==> config.mk <==
export PLATFORM = sky130hd
export DESIGN_NAME = rf_wb_arbiter
export DESIGN_NICKNAME = d
export VERILOG_FILES = /design/src/rtl/rf_wb_pkg.sv /design/src/rtl/rf_wb_starve_ctr.sv /design/src/rtl/rf_wb_arbiter.sv
export SDC_FILE = /design/constraint.sdc
export NUM_CORES = 1
export LEC_CHECK = 0
export CAP_MARGIN = 20
export CELL_PAD_IN_SITES_DETAIL_PLACEMENT = 1
export CELL_PAD_IN_SITES_GLOBAL_PLACEMENT = 1
export CORE_MARGIN = 3
export CORE_UTILIZATION = 27
export DETAILED_ROUTE_END_ITERATION = 8
export PLACE_DENSITY = 0.9
export SLEW_MARGIN = 15
export SYNTH_ARGS = -nofsm -noshare
export SYNTH_HDL_FRONTEND = slang
export SYNTH_SLANG_ARGS = --single-unit
==> constraint.sdc <==
create_clock -name clk -period 2.3 [get_ports clk]
set_clock_uncertainty 0.1 [all_clocks]
set_input_delay 0.46 -clock clk [delete_from_list [all_inputs] [get_ports clk]]
set_output_delay 0.46 -clock clk [all_outputs]
set_load 0.05 [all_outputs]
==> src/rtl/rf_wb_pkg.sv <==
`default_nettype none
// +----------------------------------------------------------------------+
// | Module   : rf_wb_pkg                                                 |
// | Brief    : Shared constants and types for the register-file          |
// |            writeback arbiter.                                        |
// | Revision : 1.0  initial release                                      |
// +----------------------------------------------------------------------+
package rf_wb_pkg;

   // Default geometry of the register file write port
   localparam int DEF_AW       = 5;
   localparam int DEF_DW       = 32;
   localparam int DEF_MAX_WAIT = 4;

   // Architectural zero register: writes to it are consumed but dropped
   localparam int RF_ZERO_ADDR = 0;

   // Identifiers reported on rf_wsrc
   localparam logic WB_SRC_P0 = 1'b0;
   localparam logic WB_SRC_P1 = 1'b1;

   // Arbitration mode
   typedef enum logic {
      NORMAL = 1'b0,
      STARVE = 1'b1
   } wb_state_e;

endpackage
`default_nettype wire

==> src/rtl/rf_wb_starve_ctr.sv <==
`default_nettype none
// +----------------------------------------------------------------------+
// | Module   : rf_wb_starve_ctr                                          |
// | Brief    : Counts consecutive denied port-1 cycles and switches the  |
// |            arbiter into STARVE mode once MAX_WAIT is reached, until  |
// |            port 1 completes a transfer.                              |
// | Revision : 1.0  initial release                                      |
// +----------------------------------------------------------------------+
module rf_wb_starve_ctr
   import rf_wb_pkg::*;
#(
   parameter int MAX_WAIT = DEF_MAX_WAIT
) (
   input  logic clk,
   input  logic rstn,
   input  logic p1_valid,
   input  logic p1_grant,
   output logic starve
);

   localparam int            CW    = $clog2(MAX_WAIT + 1);
   localparam logic [CW-1:0] C_MAX = CW'(MAX_WAIT);

   logic [CW-1:0] cnt_q;
   logic [CW-1:0] cnt_d;
   wb_state_e     state_q;
   logic          starve_q;

   // Next counter value: clear on port-1 transfer, saturating count while waiting
   always_comb begin
      cnt_d = cnt_q;
      if (p1_grant) begin
         cnt_d = '0;
      end else if (p1_valid && (cnt_q != C_MAX)) begin
         cnt_d = cnt_q + CW'(1);
      end
   end

   // Counter and mode FSM with registered starve flag
   always_ff @(posedge clk) begin
      if (!rstn) begin
         cnt_q    <= '0;
         state_q  <= NORMAL;
         starve_q <= 1'b0;
      end else begin
         cnt_q <= cnt_d;
         case (state_q)
            NORMAL: begin
               if (cnt_d == C_MAX) begin
                  state_q  <= STARVE;
                  starve_q <= 1'b1;
               end
            end
            STARVE: begin
               if (p1_grant) begin
                  state_q  <= NORMAL;
                  starve_q <= 1'b0;
               end
            end
            default: begin
               state_q  <= NORMAL;
               starve_q <= 1'b0;
            end
         endcase
      end
   end

   assign starve = starve_q;

endmodule
`default_nettype wire

==> src/rtl/rf_wb_arbiter.sv <==
`default_nettype none
// +----------------------------------------------------------------------+
// | Module   : rf_wb_arbiter                                             |
// | Brief    : Arbitrates the single register-file write port between a  |
// |            fixed-priority port 0 and an anti-starvation port 1, and  |
// |            registers the winning write. Define RF_WB_BYPASS_EN to    |
// |            add write-to-read forwarding for two read ports.          |
// | Revision : 1.0  initial release                                      |
// +----------------------------------------------------------------------+
module rf_wb_arbiter
   import rf_wb_pkg::*;
#(
   parameter int AW       = DEF_AW,
   parameter int DW       = DEF_DW,
   parameter int MAX_WAIT = DEF_MAX_WAIT
) (
   input  logic          clk,
   input  logic          rstn,
   input  logic          p0_valid,
   output logic          p0_ready,
   input  logic [AW-1:0] p0_addr,
   input  logic [DW-1:0] p0_data,
   input  logic          p1_valid,
   output logic          p1_ready,
   input  logic [AW-1:0] p1_addr,
   input  logic [DW-1:0] p1_data,
`ifdef RF_WB_BYPASS_EN
   input  logic [AW-1:0] rd_addr1,
   input  logic [AW-1:0] rd_addr2,
   input  logic [DW-1:0] rf_rd1,
   input  logic [DW-1:0] rf_rd2,
   output logic [DW-1:0] fwd_rd1,
   output logic [DW-1:0] fwd_rd2,
`endif
   output logic          rf_we,
   output logic [AW-1:0] rf_waddr,
   output logic [DW-1:0] rf_wdata,
   output logic          rf_wsrc,
   output logic          starved
);

   localparam logic [AW-1:0] ZERO_ADDR = AW'(RF_ZERO_ADDR);

   logic          starve;
   logic          p0_xfer;
   logic          p1_xfer;
   logic          we_q;
   logic [AW-1:0] waddr_q;
   logic [DW-1:0] wdata_q;
   logic          wsrc_q;

   rf_wb_starve_ctr #(
      .MAX_WAIT (MAX_WAIT)
   ) u_starve_ctr (
      .clk      (clk),
      .rstn     (rstn),
      .p1_valid (p1_valid),
      .p1_grant (p1_xfer),
      .starve   (starve)
   );

   // Grant selection: port 0 wins normally, port 1 wins while starving
   always_comb begin
      p0_ready = 1'b0;
      p1_ready = 1'b0;
      if (rstn) begin
         if (starve) begin
            p1_ready = p1_valid;
            p0_ready = p0_valid && !p1_valid;
         end else begin
            p0_ready = p0_valid;
            p1_ready = p1_valid && !p0_valid;
         end
      end
   end

   assign p0_xfer = p0_valid && p0_ready;
   assign p1_xfer = p1_valid && p1_ready;

   // Output register: capture the winning write, suppress the strobe for x0
   always_ff @(posedge clk) begin
      if (!rstn) begin
         we_q    <= 1'b0;
         waddr_q <= '0;
         wdata_q <= '0;
         wsrc_q  <= WB_SRC_P0;
      end else if (p0_xfer) begin
         we_q    <= (p0_addr != ZERO_ADDR);
         waddr_q <= p0_addr;
         wdata_q <= p0_data;
         wsrc_q  <= WB_SRC_P0;
      end else if (p1_xfer) begin
         we_q    <= (p1_addr != ZERO_ADDR);
         waddr_q <= p1_addr;
         wdata_q <= p1_data;
         wsrc_q  <= WB_SRC_P1;
      end else begin
         we_q    <= 1'b0;
      end
   end

   assign rf_we    = we_q;
   assign rf_waddr = waddr_q;
   assign rf_wdata = wdata_q;
   assign rf_wsrc  = wsrc_q;
   assign starved  = starve;

`ifdef RF_WB_BYPASS_EN
   // Forward the value being written this cycle to matching readers
   always_comb begin
      fwd_rd1 = rf_rd1;
      fwd_rd2 = rf_rd2;
      if (we_q && (waddr_q == rd_addr1) && (rd_addr1 != ZERO_ADDR)) begin
         fwd_rd1 = wdata_q;
      end
      if (we_q && (waddr_q == rd_addr2) && (rd_addr2 != ZERO_ADDR)) begin
         fwd_rd2 = wdata_q;
      end
   end
`endif

endmodule
`default_nettype wire

==> report_table.html, run 1 <==
<table>
<tr><th>Metric</th><th>Value</th></tr>
<tr><th colspan="2">Die</th></tr>
<tr><td>Die outline height</td><td>approximately 95 um</td></tr>
<tr><td>Floorplan core area</td><td>0.00749 sq mm</td></tr>
<tr><td>Initial Util</td><td>28.8%</td></tr>
<tr><td>I/O pin count</td><td>120</td></tr>
<tr><td>Die Area</td><td>~0.0091 sq mm</td></tr>
<tr><td>X dimension of the die</td><td>between 90 and 100 um</td></tr>
<tr><td>Std cell rows</td><td>31</td></tr>
<tr><th colspan="2">Detailed routing</th></tr>
<tr><td>Total wire length</td><td>~9000 um</td></tr>
<tr><td>Count of antenna-violating nets left after detailed routing</td><td>0</td></tr>
<tr><td>Total via count after detailed routing</td><td>2547</td></tr>
<tr><td>Routed wire length per instance</td><td>18.4 um</td></tr>
<tr><td>Router iterations before antenna repair</td><td>4</td></tr>
<tr><td>Post-detailed-route DRC marker count</td><td>0</td></tr>
<tr><td>Detailed-route wire length on metal 1</td><td>approximately 3700 um</td></tr>
<tr><td>Met3 layer wire length in the routed design</td><td>657 um</td></tr>
<tr><td>Count of routing violations after the opening detailed-route iteration</td><td>between 100 and 150</td></tr>
<tr><td>Max Used Layer</td><td>met4</td></tr>
<tr><td>Via density per instance</td><td>between 5 and 6</td></tr>
<tr><td>Met2 wire len</td><td>approximately 4300 um</td></tr>
<tr><th colspan="2">STA</th></tr>
<tr><td>Final Cycle Share</td><td>97.0%</td></tr>
<tr><td>Transition time at the pin with the least slew margin</td><td>approximately 0.53 ns</td></tr>
<tr><td>Number of hold violations in the final report</td><td>0</td></tr>
<tr><td>Slew HR</td><td>between 60% and 70%</td></tr>
<tr><td>Unrepaired setup endpoints after global routing</td><td>no</td></tr>
<tr><td>Max Slew Vio Count</td><td>0</td></tr>
<tr><td>Final setup violation count</td><td>0</td></tr>
<tr><td>FMAX</td><td>between 400 and 500 MHz</td></tr>
<tr><td>Tmin final</td><td>~2.2 ns</td></tr>
<tr><th colspan="2">Logic synthesis</th></tr>
<tr><td>Fraction of synthesized cell area taken by the top area cell type</td><td>between 40% and 50%</td></tr>
<tr><td>Synthesized netlist cell count</td><td>264</td></tr>
<tr><td>Mean instance size in the synthesized netlist</td><td>between 8 and 9 sq um</td></tr>
<tr><td>Total standard cell area after synthesis</td><td>roughly 0.0022 sq mm</td></tr>
<tr><td>Most frequent cells after synthesis</td><td>44 x sky130_fd_sc_hd__dfxtp_1, 38 x sky130_fd_sc_hd__nand3_1, 37 x sky130_fd_sc_hd__a31oi_1, 23 x sky130_fd_sc_hd__nand2_1, 20 x sky130_fd_sc_hd__nand4b_1</td></tr>
<tr><td>Flip-flop and latch count after synthesis</td><td>44</td></tr>
<tr><td>Cell with the most instances after synthesis</td><td>sky130_fd_sc_hd__dfxtp_1</td></tr>
<tr><td>Synthesis warning total</td><td>0</td></tr>
<tr><td>Ys async rst share</td><td>0%</td></tr>
<tr><td>Biggest area consumer among synthesized cells</td><td>sky130_fd_sc_hd__dfxtp_1</td></tr>
<tr><td>Number of distinct library cells after synthesis</td><td>28</td></tr>
<tr><td>Syn Nets</td><td>between 300 and 400</td></tr>
<tr><td>Synth top area cells</td><td>sky130_fd_sc_hd__dfxtp_1 41%, sky130_fd_sc_hd__a31oi_1 11%, sky130_fd_sc_hd__nand3_1 8.8%</td></tr>
<tr><td>Primary flip-flop cell chosen by synthesis mapping</td><td>sky130_fd_sc_hd__dfxtp_1</td></tr>
<tr><td>Sequential fraction of the synthesis area</td><td>about two fifths</td></tr>
<tr><td>Number of synthesized flops with an enable pin</td><td>0</td></tr>
<tr><th colspan="2">Clocking</th></tr>
<tr><td>Cts bufs inserted</td><td>5</td></tr>
<tr><td>Clock insertion delay at the later pin of the skew report</td><td>~0.3 ns</td></tr>
<tr><td>Post-CTS setup-driven buffer insertion count</td><td>0</td></tr>
<tr><td>CTS clock-pin slew for the worst setup and hold paths</td><td>~0.08 ns</td></tr>
<tr><td>Clock tree buffer depth</td><td>2</td></tr>
<tr><td>Number of clock sinks</td><td>between 40 and 50</td></tr>
<tr><td>Number of buffers added to fix hold violations after cts</td><td>0</td></tr>
<tr><td>Root buf cell</td><td>sky130_fd_sc_hd__clkbuf_8</td></tr>
<tr><td>Clock tree from TritonCTS</td><td>built</td></tr>
<tr><td>Number of levels in the clock H-tree</td><td>2</td></tr>
<tr><td>Number of gates resized after CTS</td><td>0</td></tr>
<tr><th colspan="2">Global routing</th></tr>
<tr><td>Wire length of the first global-routing pass</td><td>between 10000 and 15000 um</td></tr>
<tr><td>Number of antenna violations at the first check in global routing</td><td>0</td></tr>
<tr><td>Congestion Overflow GR</td><td>0</td></tr>
<tr><td>Maximum number of pins on one net before global-route repair</td><td>38</td></tr>
<tr><td>Global-route total usage across every layer</td><td>about a fifth</td></tr>
<tr><td>Number of global-route vias before repair</td><td>between 2000 and 3000</td></tr>
<tr><th colspan="2">Cells and area</th></tr>
<tr><td>End-of-flow core utilization</td><td>between 40 and 50%</td></tr>
<tr><td>Inserted Diodes</td><td>0</td></tr>
<tr><td>Number of nets in the final layout</td><td>roughly 460</td></tr>
<tr><td>Post-route standard cell area excluding fillers</td><td>0.00354 sq mm</td></tr>
<tr><td>Ratio of cells with drive above 1 in the final layout</td><td>approximately 7.7%</td></tr>
<tr><td>Synthesis-to-layout area growth</td><td>64.3%</td></tr>
<tr><th colspan="2">Run</th></tr>
<tr><td>Number of maximum-capacitance violations</td><td>0</td></tr>
<tr><th colspan="2">Critical path</th></tr>
<tr><td>Critical path data required time</td><td>1.74 ns</td></tr>
<tr><td>Largest fanout of any net on the critical path</td><td>2</td></tr>
<tr><td>Kind of critical path</td><td>in -&gt; out</td></tr>
<tr><td>Arrival time of data at the critical path endpoint</td><td>about 1.7 ns</td></tr>
<tr><td>Critical Path Sink Type</td><td>output pin</td></tr>
<tr><td>Type of origin of the critical path</td><td>primary input</td></tr>
<tr><th colspan="2">Worst hold path</th></tr>
<tr><td>Kind of path behind the tightest hold check</td><td>reg -&gt; reg</td></tr>
<tr><th colspan="2">Status</th></tr>
<tr><td>Status</td><td>completed</td></tr>
<tr><th colspan="2">Place</th></tr>
<tr><td>Total placed instance area</td><td>approximately 0.0035 sq mm</td></tr>
<tr><td>Detailed Place HPWL</td><td>between 6000 and 7000 um</td></tr>
<tr><td>PortBufs</td><td>approximately 120</td></tr>
<tr><td>Global placement routability congestion</td><td>around 0.75</td></tr>
<tr><th colspan="2">Power and ir drop</th></tr>
<tr><td>Static Leakage</td><td>approximately 1.2 nW</td></tr>
<tr><td>Worst IR Drop VDD</td><td>197 uV</td></tr>
<tr><td>Power density over cell area</td><td>approximately 540 mW/mm^2</td></tr>
</table>
cell usage in the layout (no fill, tap or decap), types with 3 or more instances in the layout:
cell type / netlist / layout
sky130_fd_sc_hd__o31ai_1: 19 / 19
sky130_fd_sc_hd__o21ai_0: 19 / 18
sky130_fd_sc_hd__buf_4: 1 / 20
sky130_fd_sc_hd__dfxtp_1: 44 / 44
sky130_fd_sc_hd__nand4b_1: 20 / 20
sky130_fd_sc_hd__clkdlybuf4s50_1: 0 / 116
sky130_fd_sc_hd__nand2_1: 23 / 23
sky130_fd_sc_hd__nand3_1: 38 / 38
sky130_fd_sc_hd__nor2_1: 8 / 8
sky130_fd_sc_hd__inv_1: 5 / 5
sky130_fd_sc_hd__clkbuf_8: 0 / 5
sky130_fd_sc_hd__a31oi_1: 37 / 37
sky130_fd_sc_hd__mux2i_1: 3 / 3
state kept, by name, summed over array words and instances (netlist names):
signal and cells:
rf_waddr 5, rf_wdata 32, rf_we 1, rf_wsrc 1, u_starve_ctr.cnt_q 3, u_starve_ctr.starve 1, u_starve_ctr.state_q 1
layout make-up:
cell class	count	area, sq um
sequential	44	881
inverter	6	22.5
timing repair buffer	137	1320
clock inverter	1	5.00
fill	879	3950
multi-input combinational	184	1120
tap	99	124
clock buffer	6	72.6
critical path: stages:
cell and delay, ns:
sky130_fd_sc_hd__clkdlybuf4s50_1 0.50, sky130_fd_sc_hd__inv_2 0.05, sky130_fd_sc_hd__or3_1 0.39, sky130_fd_sc_hd__inv_1 0.08, sky130_fd_sc_hd__buf_4 0.20
cell families after synthesis:
logic type      Yosys count  share of synthesized area [%]
simple gates             98                           25.1
compound gates           80                           23.8
flops                    44                           40.9
buf+inv                  36                           7.20
mux                       3                           1.39
fa+ha+maj                 2                           1.16
xor+xnor                  1                          0.407
power by group:
group | internal, mW | switching, mW | total, mW
Sequential | 0.807 | 0.0242 | 0.831
Combinational | 0.257 | 0.327 | 0.585
Clock | 0.207 | 0.274 | 0.481
through the flow:
| step | hold WS [ns] | instances | setup slack, ns | total power [mW] | setup TNS, ns |
|---|---|---|---|---|---|
| 2_1_floorplan | 0.386 | 264 | 0.0870 | 1.15 | 0 |
| 3_3_place_gp | 0.368 | 470 | 0.103 | 1.42 | 0 |
| 3_5_place_dp | 0.370 | 470 | -0.00113 | 1.43 | -0.00113 |
| 4_1_cts | 0.387 | 477 | 0.0622 | 1.91 | 0 |
| 5_1_grt | 0.415 | 477 | 0.00806 | 1.98 | 0 |
| 6_report | 0.386 | 477 | 0.0684 | 1.90 | 0 |
path summary, 6_finish.rpt:
| kind | start | to | slack (ns) | depth (start not counted) |
|---|---|---|---|---|
| setup / recovery | p0_valid | p0_ready | 0.07 | 5 |
| hold / removal | rf_wdata[31] | rf_wdata[31] | 0.39 | 2 |
| setup reg to reg | u_starve_ctr.cnt_q[0] | u_starve_ctr.starve | 0.71 | 5 |
| hold reg to reg | rf_wdata[31] | rf_wdata[31] | 0.39 | 2 |
routing by layer:
| metal | GRT usage (%) | vias to the layer above |
|---|---|---|
| met1 | 22.8 | 1227 |
| met5 | 0 | - |
| met3 | 5.13 | 9 |
| met2 | 33.8 | 92 |
| met4 | 6.85 | 0 |
| li1 | - | 1219 |
(Power assumes the default switching activity.)
==> inputs of run 2 (changes only) <==
- GPL_ROUTABILITY_DRIVEN: not set -> 0
==> results of run 2 <==
No change in the layout: final DEF, timing and power equal those of run 1.
